`src/rtl/timeout_timer.sv`:
```
// Programmable cycle timer: one-shot or periodic, with hold, retrigger and abort.
// expired is a registered one-cycle pulse; status flags decode the registered state.
module timeout_timer #(
  parameter int BITS      = 8,
  parameter int DEFAULT_N = 30
) (
  input  logic            clk,
  input  logic            reset,
  input  logic            start,
  input  logic            abort,
  input  logic            hold,
  input  logic            periodic,
  input  logic            load,
  input  logic [BITS-1:0] load_value,
  output logic [BITS-1:0] count,
  output logic            busy,
  output logic            paused,
  output logic            done,
  output logic            expired
);

  localparam logic [1:0] IDLE   = 2'd0;
  localparam logic [1:0] RUN    = 2'd1;
  localparam logic [1:0] PAUSED = 2'd2;
  localparam logic [1:0] DONE   = 2'd3;

  localparam logic [BITS-1:0] ONE       = BITS'(1);
  localparam logic [BITS-1:0] TERM_INIT = BITS'(DEFAULT_N);

  logic [1:0]      state;
  logic [BITS-1:0] term;
  logic            mode_periodic;
  logic            active;
  logic            at_term;

  assign active  = (state == RUN) || (state == PAUSED);
  assign at_term = (count == term - ONE);

  always_ff @(posedge clk or posedge reset) begin
    if (reset) begin
      state         <= IDLE;
      count         <= '0;
      term          <= TERM_INIT;
      mode_periodic <= 1'b0;
      expired       <= 1'b0;
    end else begin
      expired <= 1'b0;

      if (abort) begin
        state <= IDLE;
        count <= '0;
      end else if (start) begin
        state         <= hold ? PAUSED : RUN;
        count         <= '0;
        mode_periodic <= periodic;
      end else if (active) begin
        if (hold) begin
          state <= PAUSED;
        end else if (at_term) begin
          count   <= '0;
          expired <= 1'b1;
          state   <= mode_periodic ? RUN : DONE;
        end else begin
          count <= count + ONE;
          state <= RUN;
        end
      end

      // Terminal value is frozen while a run is in progress; a zero load means 1.
      if (load && !active) begin
        term <= (load_value == '0) ? ONE : load_value;
      end
    end
  end

  assign busy   = active;
  assign paused = (state == PAUSED);
  assign done   = (state == DONE);

endmodule

```
`config.mk`:
```
export PLATFORM = sky130hd
export DESIGN_NAME = timeout_timer
export DESIGN_NICKNAME = d
export VERILOG_FILES = /design/src/rtl/timeout_timer.sv
export SDC_FILE = /design/constraint.sdc
export NUM_CORES = 1
export LEC_CHECK = 0
export ABC_AREA = 1
export CAP_MARGIN = 20
export CORE_ASPECT_RATIO = 1.4
export CORE_MARGIN = 4
export CORE_UTILIZATION = 50
export DETAILED_ROUTE_END_ITERATION = 7
export GPL_ROUTABILITY_DRIVEN = 0
export PLACE_DENSITY = 0.78
export SLEW_MARGIN = 15
export SYNTH_ARGS = -nofsm -noshare
export SYNTH_HDL_FRONTEND = slang
export SYNTH_SLANG_ARGS = --single-unit
```
`constraint.sdc`:
```
create_clock -name clk -period 1.95 [get_ports clk]
set_input_delay 0.195 -clock clk [delete_from_list [all_inputs] [get_ports clk]]
set_output_delay 0.195 -clock clk [all_outputs]
set_load 0.005 [all_outputs]
```
Word level (Yosys, flattened, before mapping)
Cells that the tools add are included.

Add/subtract/negate cells: 2. Multipliers: 0. Divide/modulo/power cells: 0. Magnitude comparators: 0. Eq/ne operators: 5. Shifts and indexed selects: 0. Muxes and demuxes: 18. Bitwise gates (word level): 1. Reduce and logical (&&, ||, !) cells: 7.

Operators by type and width (count): 8-bit 2-to-1 mux (6); 2-bit 2-to-1 mux (7); 8-bit by 1-bit adder with 8-bit output, second input constant (1); 8-bit == test (1); 8-bit zero test (1); 8-bit by 1-bit subtractor with 8-bit output, second input constant (1); 1-bit 2-to-1 mux (5); 2-bit == test, second input constant (2); 2-bit AND reduction (2); 3-bit != test, second input constant (1); 3-bit nonzero test (1); 2-bit by 1-bit == test with 1-bit output, second input constant (1); 1-bit logical AND (1); 1-bit zero test (1); 1-bit logical OR (1); 1-bit NOT (1).

Register bits: 20. Bits in latches: 0. Bits in writable memories: 0. ROM bits: 0. Input port bits: 15. Word-level logic and storage cells: 38. Memories kept: 0.

Depth between registers and ports, before layout
Gate-level depths: netlist (run 1).

Depth in word-level cells: 7. Depth in mapped cells: 13. Mapped depth without buffers: 13.

Worst setup path after synthesis (run 1)
Ideal clock, no wire load.

Kind: register to register. From: register term[1]. To: register count[5]. Setup time: 0.120 ns. Data arrival time: 1.520 ns. Setup slack: 0.310 ns. Stages on the path, launching flop included: 13. Path buffers: 0. Path through: dfstp_2 inv_1 ha_1 inv_1 nand2_1 nand3_1 nand2_1 inv_1 nand3_1 nor2_2 nand2_4 o21ai_2 nor2_1.

Cells in the longest elaborated chain, start to end: 7.

Ends and longest elaborated chain: start: declaration (line 31) `logic [BITS-1:0] term;`; start signal: assignment (line 71) `term <= (load_value == '0) ? ONE : load_value;`; 8-bit by 1-bit subtractor with 8-bit output (line 37) `assign at_term = (count == term - ONE);`; 8-bit == test (line 37); 8-bit 2-to-1 mux (line 59) `end else if (at_term) begin`; 8-bit 2-to-1 mux (line 57) `if (hold) begin`; 8-bit 2-to-1 mux (line 56) `end else if (active) begin`; 8-bit 2-to-1 mux (line 52) `end else if (start) begin`; 8-bit 2-to-1 mux (line 49) `if (abort) begin`; end signal: assignment (line 64) `count <= count + ONE;`; end: declaration (line 15) `output logic [BITS-1:0] count,`.

Every way passes these cells. The select of a mux whose other input is x is not followed. A chain may end at the register's enable or synchronous reset.

Worst setup path in the final report (run 1)
From: register state[0]. To: output port busy.

Cells in the longest elaborated chain, start to end: 2. Elaborated cells on any way between the ends: 3. Those cells by class: eq/ne (2); reduce/logical (1).

Ends and longest elaborated chain: start: declaration (line 30) `logic [1:0] state;`; start signal: assignment (line 53) `state <= hold ? PAUSED : RUN;`; start signal: assignment (line 62) `state <= mode_periodic ? RUN : DONE;`; 2-bit by 1-bit == test with 1-bit output / 2-bit == test (equally long branches) (line 36) `assign active = (state == RUN) || (state == PAUSED);`; 1-bit logical OR * (line 36); end: declaration (line 16) `output logic busy,`.

Every way passes the cells marked *; elsewhere a longest branch is shown, timed or not.

==> flow_summary.ini, run 1 <==
[outcome]
status = finished, final reports clean

[sta]
tns_ns = 0
skew_ns = 0.01189
rsz0062_at_grt = false
report.final.slew_viol_count = 0
layout_min_cycle_time_ns = 1.832
hold_violations = 0
slew_headroom = 0.8331
period_share = 0.9395
worstMarginPinSlew_ns = 0.2480
layout_setup_ws_ns = 0.1180
setup_viol = 0
max_freq_mhz = 545.9

[global_routing]
met2_usage = 0.3328
grt_pass1_wl_um = 4899
use_met3 = 0.02366
grt-busiest-layer = met2
antenna_found_initial = 0
grt_max_degree = 21
grt_use_total = 0.1828
grt_pass1_vias = 1140
grtUsageMet1 = 0.2174
overflow = 0

[power]
power_density_nw_per_um2 = 669.6
ir_worst_vdd_mv = 0.4656
total_power_mw = 1.132
leakagePower_nw = 0.7728

[synthesis]
mappedNetlistArea_um2 = 1318
synth_top_area_frac = 0.3039
syn_inst = 174
yosysWarnings = 0
yosysSeqAreaShare = 0.3837
synth_top_family_by_area = simple AND/OR/NAND/NOR gates
syn_nets = 193
synth-compound-area-share = 0.08642
muxShareOfSynthArea = 0.008547
synthSimpleGateAreaFrac = 0.3115
ys_top_cells_by_area = dfrtp_1 30%, nand2_1 10%, dfstp_2 8.0%
synth-seq-cells = 20
post_synth_xor_area_fraction = 0.07977
synth_top_area_cell = dfrtp_1
synth_cell_types = 29
avgSynthCellArea_um2 = 7.572
synth-adder-area-share = 0.03799

[drt]
drt-vias-per-instance = 4.946
route.vias.total = 1187
routed_wl_um = 2831
drc = 0
postRouteAntennaNets = 0
wire_per_inst_um = 11.80
drt_pass1_iterations = 5
drt_iter0_drc = 29

[cts]
cts_root_buffer = clkbuf_4
cts.sinks = 20
clk_pin_slew_ns = 0.12
htreeDepth = 1
cts.path.max_buffers = 2
insertion_delay_ns = 0.31
cts_buffers = 3
cts_tree = done

[floorplanning]
io_pins = 27
start_util = 0.5334
die_h_um = 68.74
die_area_um2 = 3532
rows = 21
design.core.area_um2 = 2470
die_w_um = 51.39

[layout]
final_cell_mix = 36 x nand2_1, 26 x clkdlybuf4s50_1, 24 x inv_1
drive_above_1_share = 0.1748
n_fill_cell = 227
antennaDiodeCount = 0
layout.nets = 226
regArea_um2 = 505.5
mostFrequentLayoutCell = nand2_1
final_core_util = 0.6844
area_growth_pct = 28.30
multi_input_area_um2 = 703.2

[critical_path]
rr_worst_depth = 12
cp-start-kind = flop
arrival_ns = 1.64
crit_required_ns = 1.75
crit_path_end_kind = primary output
crit_type = flop to primary output
crit_fanout = 3

[placement]
io_buffers = 26
place_ws_ns = 0.1600
hpwl_um = 2299

[min_path]
worstHoldPathType = input pin to asynchronous set/reset pin

[flow_run]
cap_violations = 0
-- metal layers --
metal | vias to the layer above | wire length [µm]
met5 | - | 0
met4 | 0 | 40
met3 | 4 | 99
met2 | 22 | 1512
met1 | 552 | 1178
li1 | 609 | -
-- synthesized netlist by cell type, drive strengths merged --
master / count
nand3b: 1
inv: 30
a21oi: 4
o21ai: 15
dfrtp: 16
nand4: 1
xor2: 6
a31oi: 1
xnor2: 6
nand3: 12
dfstp: 4
ha: 4
a22o: 1
mux2: 1
nor3: 5
nand2: 41
clkbuf: 2
nor2: 23
nor4: 1
-- where the power goes --
| part | leakage, nW | switching [mW] | internal, mW |
|---|---|---|---|
| combinational | 0.503 | 0.199 | 0.157 |
| sequential | 0.249 | 0.0568 | 0.471 |
| clock | 0.0210 | 0.134 | 0.114 |
-- final timing paths --
check / from / to / slack, ns
max: state[0]$_DFFE_PP0P_ / busy / 0.12
min: reset / state[0]$_DFFE_PP0P_ / 0.20
max reg2reg: term[1]$_DFFE_PP1P_ / count[5]$_DFFE_PP0P_ / 0.16
min reg2reg: term[1]$_DFFE_PP1P_ / term[1]$_DFFE_PP1P_ / 0.53
max in group asynchronous: reset / term[2]$_DFFE_PP1P_ / 1.48
min in group clk: periodic / mode_periodic$_DFFE_PP0P_ / 0.42
-- worst max-delay path: stages, from the launching register on --
cell	delay, ns
dfrtp_1	0.42
inv_1	0.11
ha_4	0.22
inv_1	0.07
clkdlybuf4s50_1	0.50
-- sequential cells by signal, summed over array words and instances (netlist names) --
signal,count
expired,1
mode_periodic,1
state,2
term,8
count,8
-- per-stage QoR --
| stage | area, µm² | cells | hold WS, ns |
|---|---|---|---|
| 6_report | 1690 | 240 | 0.1954 |
| 5_1_grt | 1690 | 240 | 0.2255 |
| 4_1_cts | 1670 | 239 | 0.2108 |
| 3_5_place_dp | 1634 | 235 | 0.5178 |
| 3_3_place_gp | 1634 | 235 | 0.5049 |
| 2_1_floorplan | 1318 | 174 | 0.1559 |
-- timing repair --
action	4_1_cts	5_1_grt
buffers inserted	0	1
hold buffers	0	0
setup endpoints to repair	0	1
resized for setup	0	1
-- cell type report --
| type | count | area share |
|---|---|---|
| inverters | 30 | 0.06662 |
| repair buffers | 30 | 0.1717 |
| well taps | 34 | 0.02517 |
| multi-input cells | 122 | 0.4160 |
| clock buffers | 4 | 0.02147 |
| flip-flops and latches | 20 | 0.2990 |
-- cells by family (layout without fill, tap and decap cells) --
logic type	Yosys count	after routing
mux	1	1
buf+inv	32	64
compound gates	21	21
fa+ha+maj	4	4
xor+xnor	12	12
flops	20	20
simple gates	84	84
Power figures use the tool's default switching activity.
==> inputs of run 2 (changes only) <==
Settings changed: CAP_MARGIN 20 to default.
==> results of run 2 <==
Final layout, timing and power as in run 1 (identical DEF).
==> inputs of run 3 (changes only) <==
Settings changed: CAP_MARGIN from default to 0.
==> results of run 3 <==
Final layout, timing and power as in run 1 (identical DEF).
